==> config.mk <==
export PLATFORM = sky130hd
export DESIGN_NAME = y86_seq_controller
export DESIGN_NICKNAME = d
export VERILOG_FILES = /design/src/rtl/y86_seq_controller.sv
export SDC_FILE = /design/constraint.sdc
export NUM_CORES = 1
export LEC_CHECK = 0
export CAP_MARGIN = 20
export CORE_MARGIN = 3
export CORE_UTILIZATION = 42
export CTS_CLUSTER_DIAMETER = 120
export DETAILED_ROUTE_END_ITERATION = 7
export GPL_TIMING_DRIVEN = 0
export PLACE_DENSITY = 0.67
export SLEW_MARGIN = 25
export SYNTH_ARGS = -nofsm -noshare
export SYNTH_HDL_FRONTEND = slang
export SYNTH_SLANG_ARGS = --single-unit
==> constraint.sdc <==
create_clock -name clk -period 2.7 [get_ports clk]
set_input_delay 0.54 -clock clk [delete_from_list [all_inputs] [get_ports clk]]
set_output_delay 0.54 -clock clk [all_outputs]
set_load 0.05 [all_outputs]
==> src/rtl/y86_seq_controller.sv <==
// Multi-cycle phase sequencer for the sequential Y86-64 core: walks each instruction
// through fetch/decode/execute/memory/writeback/PC-update and runs both memory handshakes.
module y86_seq_controller #(
    parameter int MEM_TIMEOUT = 16,
    parameter int CNT_W       = 32
) (
    input  logic             clk,
    input  logic             rst,
    input  logic             start,
    input  logic [3:0]       icode,
    input  logic             imem_ack,
    input  logic             imem_err,
    input  logic             dmem_ack,
    input  logic             dmem_err,
    output logic             imem_req,
    output logic             dmem_req,
    output logic             dmem_wr,
    output logic             decode_en,
    output logic             exec_en,
    output logic             cc_we,
    output logic             wb_en,
    output logic             pc_we,
    output logic             busy,
    output logic [2:0]       stat,
    output logic [CNT_W-1:0] retired
);

    localparam int TW = (MEM_TIMEOUT > 1) ? $clog2(MEM_TIMEOUT) : 1;
    localparam logic [TW-1:0] TMR_LAST = TW'(MEM_TIMEOUT - 1);

    localparam logic [2:0] STAT_AOK = 3'd1;
    localparam logic [2:0] STAT_HLT = 3'd2;
    localparam logic [2:0] STAT_ADR = 3'd3;
    localparam logic [2:0] STAT_INS = 3'd4;

    typedef enum logic [3:0] {
        S_IDLE      = 4'd0,
        S_FETCH     = 4'd1,
        S_DECODE    = 4'd2,
        S_EXECUTE   = 4'd3,
        S_MEMORY    = 4'd4,
        S_WRITEBACK = 4'd5,
        S_PCUPD     = 4'd6,
        S_HALT      = 4'd7,
        S_ERROR     = 4'd8
    } state_t;

    state_t           state_r;
    logic [3:0]       icode_r;
    logic [TW-1:0]    tmr_r;
    logic             imem_req_r;
    logic             dmem_req_r;
    logic             dmem_wr_r;
    logic             exec_en_r;
    logic             cc_we_r;
    logic             wb_en_r;
    logic             pc_we_r;
    logic             busy_r;
    logic [2:0]       stat_r;
    logic [CNT_W-1:0] retired_r;
    logic             icode_legal_s;

    // icode only becomes valid in the DECODE cycle, so the decode strobe is qualified
    // directly by the state register and the live opcode rather than registered ahead.
    assign icode_legal_s = (icode != 4'h0) && (icode <= 4'hB);
    assign decode_en     = (state_r == S_DECODE) && icode_legal_s;

    assign imem_req = imem_req_r;
    assign dmem_req = dmem_req_r;
    assign dmem_wr  = dmem_wr_r;
    assign exec_en  = exec_en_r;
    assign cc_we    = cc_we_r;
    assign wb_en    = wb_en_r;
    assign pc_we    = pc_we_r;
    assign busy     = busy_r;
    assign stat     = stat_r;
    assign retired  = retired_r;

    // Phase sequencer with registered strobes, requests, status and retire counter
    always_ff @(posedge clk) begin
        if (rst) begin
            state_r    <= S_IDLE;
            icode_r    <= 4'h0;
            tmr_r      <= '0;
            imem_req_r <= 1'b0;
            dmem_req_r <= 1'b0;
            dmem_wr_r  <= 1'b0;
            exec_en_r  <= 1'b0;
            cc_we_r    <= 1'b0;
            wb_en_r    <= 1'b0;
            pc_we_r    <= 1'b0;
            busy_r     <= 1'b0;
            stat_r     <= STAT_AOK;
            retired_r  <= '0;
        end else begin
            exec_en_r <= 1'b0;
            cc_we_r   <= 1'b0;
            wb_en_r   <= 1'b0;
            pc_we_r   <= 1'b0;
            case (state_r)
                S_IDLE: begin
                    if (start) begin
                        state_r    <= S_FETCH;
                        imem_req_r <= 1'b1;
                        tmr_r      <= '0;
                        busy_r     <= 1'b1;
                    end else begin
                        state_r <= S_IDLE;
                    end
                end
                S_FETCH: begin
                    // An ack in the final wait cycle still counts as a good response.
                    if (imem_ack) begin
                        imem_req_r <= 1'b0;
                        if (imem_err) begin
                            state_r <= S_ERROR;
                            stat_r  <= STAT_ADR;
                            busy_r  <= 1'b0;
                        end else begin
                            state_r <= S_DECODE;
                        end
                    end else if (tmr_r == TMR_LAST) begin
                        imem_req_r <= 1'b0;
                        state_r    <= S_ERROR;
                        stat_r     <= STAT_ADR;
                        busy_r     <= 1'b0;
                    end else begin
                        tmr_r <= tmr_r + TW'(1);
                    end
                end
                S_DECODE: begin
                    icode_r <= icode;
                    if (icode == 4'h0) begin
                        state_r <= S_HALT;
                        stat_r  <= STAT_HLT;
                        busy_r  <= 1'b0;
                    end else if (!icode_legal_s) begin
                        state_r <= S_ERROR;
                        stat_r  <= STAT_INS;
                        busy_r  <= 1'b0;
                    end else begin
                        state_r   <= S_EXECUTE;
                        exec_en_r <= 1'b1;
                        cc_we_r   <= (icode == 4'h6);
                    end
                end
                S_EXECUTE: begin
                    case (icode_r)
                        4'h4, 4'h5, 4'h8, 4'h9, 4'hA, 4'hB: begin
                            state_r    <= S_MEMORY;
                            dmem_req_r <= 1'b1;
                            dmem_wr_r  <= (icode_r == 4'h4) || (icode_r == 4'h8) || (icode_r == 4'hA);
                            tmr_r      <= '0;
                        end
                        4'h2, 4'h3, 4'h6: begin
                            state_r <= S_WRITEBACK;
                            wb_en_r <= 1'b1;
                        end
                        4'h1, 4'h7: begin
                            state_r <= S_PCUPD;
                            pc_we_r <= 1'b1;
                        end
                        default: begin
                            state_r <= S_ERROR;
                            stat_r  <= STAT_INS;
                            busy_r  <= 1'b0;
                        end
                    endcase
                end
                S_MEMORY: begin
                    if (dmem_ack) begin
                        dmem_req_r <= 1'b0;
                        dmem_wr_r  <= 1'b0;
                        if (dmem_err) begin
                            state_r <= S_ERROR;
                            stat_r  <= STAT_ADR;
                            busy_r  <= 1'b0;
                        end else if (icode_r == 4'h4) begin
                            state_r <= S_PCUPD;
                            pc_we_r <= 1'b1;
                        end else begin
                            state_r <= S_WRITEBACK;
                            wb_en_r <= 1'b1;
                        end
                    end else if (tmr_r == TMR_LAST) begin
                        dmem_req_r <= 1'b0;
                        dmem_wr_r  <= 1'b0;
                        state_r    <= S_ERROR;
                        stat_r     <= STAT_ADR;
                        busy_r     <= 1'b0;
                    end else begin
                        tmr_r <= tmr_r + TW'(1);
                    end
                end
                S_WRITEBACK: begin
                    state_r <= S_PCUPD;
                    pc_we_r <= 1'b1;
                end
                S_PCUPD: begin
                    retired_r  <= retired_r + CNT_W'(1);
                    state_r    <= S_FETCH;
                    imem_req_r <= 1'b1;
                    tmr_r      <= '0;
                end
                S_HALT, S_ERROR: begin
                    state_r <= state_r;
                end
                default: begin
                    state_r    <= S_ERROR;
                    stat_r     <= STAT_INS;
                    busy_r     <= 1'b0;
                    imem_req_r <= 1'b0;
                    dmem_req_r <= 1'b0;
                    dmem_wr_r  <= 1'b0;
                end
            endcase
        end
    end

endmodule

Word level (Yosys, flattened, before mapping)
Index checks and enable logic that the tools add are counted.

Flip-flop bits (word level): 55. Bits of input ports: 11. Output and inout bits: 44. Word-level logic and storage cells: 132.

$add $sub $neg: 2. Order comparisons: 1. Eq/ne operators: 31. Mux-type cells: 55. Bitwise gates (word level): 6. Reductions and logical operators: 24.

Operator list (count): $mux W4 (12); $eq A4 B3 Y1 const B (9); $add A32 B1 Y32 const B (1); $pmux W4 S8 (1); $eq A4 B4 Y1 const B (6); $mux W1 (24); $mux W3 (8); $pmux W4 S5 (1); $eq A4 B2 Y1 const B (4); $pmux W3 S5 (1); $ne A3 B3 Y1 const B (4); $pmux W4 S3 (1); $reduce_or A6 Y1 (2); $reduce_or A11 Y1 (1); $ne A2 B2 Y1 const B (5); $reduce_and A5 Y1 (2); $pmux W1 S3 (3); $eq A4 B1 Y1 const B (2); $logic_not A4 Y1 (2); $reduce_or A4 Y1 (2); $reduce_or A7 Y1 (1); $not A1 Y1 (6); $pmux W1 S6 (1); $reduce_and A3 Y1 (2); 14 further kinds (18).

Logic depth before layout (Yosys ltp)
Word-level depth: 5. Mapped depth: 8. Mapped depth without buffers: 6.

Least setup slack after synthesis
Ideal clock, no wire load.

Path kind: reg-to-output. Start point: register state_r[1]. End point: output decode_en. Arrival time: 2.052 ns. Required time: 2.160 ns. Setup slack: 0.108 ns. Cell stages (with the launch flop): 5. Buffers on the path: 1. Cells stage by stage: dfxtp_1 > clkbuf_1 > nor2b_1 > nand2_1 > nor3_1.

Word-level cells in the longest chain between the ends: 2.

Ends and longest elaborated chain: from (decl) (RTL line 48) `state_t state_r;`; from (signal assigned) (RTL line 206) `state_r <= state_r;`; $eq A4 B2 Y1 (RTL line 66) `assign decode_en = (state_r == S_DECODE) && icode_legal_s;`; $logic_and A1 B1 Y1 (RTL line 66); to (decl) (RTL line 18) `output logic decode_en,`.

Every way passes these cells.

Worst setup path after layout
Ends and elaborated chain as after synthesis.

==> impl_results.md <==
- Post-synthesis adder-cell area fraction: 0.00887
- Placed Instances: 481
- Pre-CTS setup slack: -144 ps
- Max stage delay on crit path: 410 ps
- Fillers: 634
- Finish-stage setup viols: 0
- Core Box Area: 6420 um2
- GPL Wtd Cong: 0.945
- Hold-critical path depth: 1
- Post-DP Area: 3450 um2
- Syn Nets: 364
- Pwr Density: 463 nW/um2
- DR vias/cell: 5.73
- Setup ws final: 135 ps
- Switching power: 0.000396 W
- Clock Latency Late Sink: 310 ps
- Run status: finished, final reports clean
- Mux share of post-synthesis cell area: 0.0106
- Hold_buf cts: 0
- CTS clock-pin slew for the worst setup and hold paths: 90 ps
- Post-CTS setup buffers: 0
- Minimum clock period: 2570 ps
- Simple logic cell fraction of the synthesized area: 0.329
- Global-route wire length before repair: 11900 um
- DP HPWL: 5350 um
- Total Routing Usage GR: 0.191
- Worst Setup End Kind: output port
- Die Height: 87.9 um
- Slew Limit Fails: 0
- Area Growth Syn to Fin: 27.0%
- Post-route insts no fill: 489
- Synth area leader: dfxtp_1
- Number of diodes: 0
- Synth Area in Compound Gates: 0.149
- Row count: 29
- Most frequent cells in the layout: 55 x dfxtp_1, 52 x clkdlybuf4s50_1, 38 x nand2_1
- Synth Area in XOR/XNOR: 0.0652
- RSZ-0062 raised after global routing: false
- Worst Path Required: 2160 ps
- Post-synth EDFFs: 0
- CP Cell Sequence: clkbuf_2, nor2b_1, nand2_1, nor3_1, clkdlybuf4s15_2
- Die Area: 7730 um2
- Slew headroom: 0.562
- Die W: 87.9 um
- Vias in the first global route: 2543
- Nets: 424
- Clk pwr share: 0.386
- Synth Register Bits: 55
- Main combinational cell family by area after synthesis: simple AND/OR/NAND/NOR gates
- Max frequency: 390 MHz
- Slowest CP cell: dfxtp_1
- Initial DRC count: 161
- Num CTS Buffers: 5
- R2R depth: 6
- Worst VDD drop: 0.464 mV
- Final Skew: 9.48 ps
- Total wire length: 7210 um
- Syn Area/Cell: 8.03 um2
- Crit path DAT: 2030 ps
- Synth unique cells: 53
- Max cap viols: 0
- Antenna-violating nets left: 0
- Most common cell after layout, fill and taps aside: dfxtp_1
- Asr flop ratio synth: 0
- Worst-Margin Slew: 651 ps
- Finished Core Util: 0.558
- Post-Syn Area: 2820 um2
- Cells after Synth: 351
- Routed length per instance: 14.7 um
- Number of synthesis warnings: 0
- Via count: 2801
- Period Utilization, post-route: 0.950
- Synth top area cells: dfxtp_1 39%, nand2_1 5.1%, nor2_1 4.9%, xnor2_1 4.3%, a21oi_1 3.9%
- Global route overflow: 0
- Combinational Power Share: 0.110
- CTS HTree Levels: 2
- Initial Util: 0.439
- Root buffer cell: clkbuf_8
- Share of cells above drive strength 1: 0.0631
- Switching part of the total: 0.239
- Pin count of the biggest net entering global routing: 17
- Crit Path Class: flop to output port
- Primary FF master, synth: dfxtp_1
- Router iterations before antenna repair: 4
- Pleak: 1.23 nW
- HP Class: flop to flop
- Synth top area share: 0.390
- PortBufs: 53
- Final Hold Vio Count: 0
- Worst setup SP type: flop
- Seq/Total Area, Yosys: 0.390
- Seq pwr share: 0.504
- CTS tree: built
- Fin area: 3580 um2
- CTS sink cnt: 55
- Internal: 0.00126 W
- Max FO, Critical Path: 10
- DRC Markers: 0
- Antenna violations before repair: 0
- Maximum clock insertion buffer count: 2
- I/O pin total: 55
[worst max-delay path: cells and delay by family (launching register included)]
kind,cells,cell delay [ps]
flops,1,410
simple gates,3,670
buf+inv,2,640
[layout make-up]
type / instances / area (um2) / area share
Multi-Input combinational cell: 266 / 1590 / 0.443
Timing Repair Buffer: 53 / 532 / 0.148
Clock inverter: 2 / 60.1 / 0.0168
Buffer: 18 / 88.8 / 0.0248
Sequential cell: 55 / 1100 / 0.307
Clock buffer: 6 / 72.6 / 0.0203
Tap cell: 77 / 96.3 / 0.0269
Inverter: 12 / 45.0 / 0.0126
[layer usage]
metal,up-vias,GRT usage,part of all wire
li1,1386,-,-
met1,1305,0.250,0.45
met2,93,0.329,0.48
met5,-,0,0
met4,0,0.0516,0.019
met3,17,0.0282,0.054
[flip-flops by register name, summed over array words and instances, names as in the netlist]
register  count
dmem_req      1
wb_en         1
imem_req      1
tmr_r         4
exec_en       1
busy          1
dmem_wr       1
stat          3
cc_we         1
pc_we         1
icode_r       4
state_r       4
retired      32
[per-stage QoR]
stage	setup TNS [ps]	power [W]	hold slack, ps
floorplan	0	0.000969	449
global placement	-238	0.00103	439
global route	0	0.00171	496
finish	0	0.00166	471
detailed placement	-310	0.00103	445
CTS	0	0.00166	473
[cell families after synthesis]
group / count (synthesis)
AND/OR/NAND/NOR: 173
AO/OA/AOI/OAI: 67
flip-flops: 55
buffers and inverters: 30
XOR/XNOR: 21
multiplexers: 3
adder cells (fa/ha/maj): 2
[synth_stat cells (all sizes together) (3+ instances only)]
cell,n
and4,7
nand2b,3
nand2,39
nor3,13
nor4,10
xor2,7
nor4b,4
nand4,9
nand3,17
nor2,37
nand3b,3
a31o,4
or3,9
mux2i,3
a31oi,6
o21ai,16
a21oi,22
and2,7
xnor2,14
inv,12
clkbuf,10
buf,8
and3,7
dfxtp,55
[what timing repair did]
| item | 4_1_cts | 5_1_grt |
|---|---|---|
| resized for setup | 4 | 2 |
| setup endpoints to repair | 1 | 1 |
| gates cloned | 0 | 0 |
[power groups by stage]
stage	logic, W	registers, W	clock network [W]
floorplan	0.0000935	0.000876	0
global placement	0.000177	0.000853	0
detailed placement	0.000179	0.000853	0
CTS	0.000181	0.000835	0.000649
global route	0.000197	0.000837	0.000674
finish	0.000183	0.000835	0.000639
[final timing paths]
kind / endpoint / start / slack [ps]
worst min register to register: dmem_req / dmem_req / 470
worst max register to register: stat[2] / state_r[0] / 470
worst min-delay path: dmem_req / dmem_req / 470
worst max-delay path: decode_en / state_r[1] / 130
Note: power is estimated with default switching activity, not from simulation.
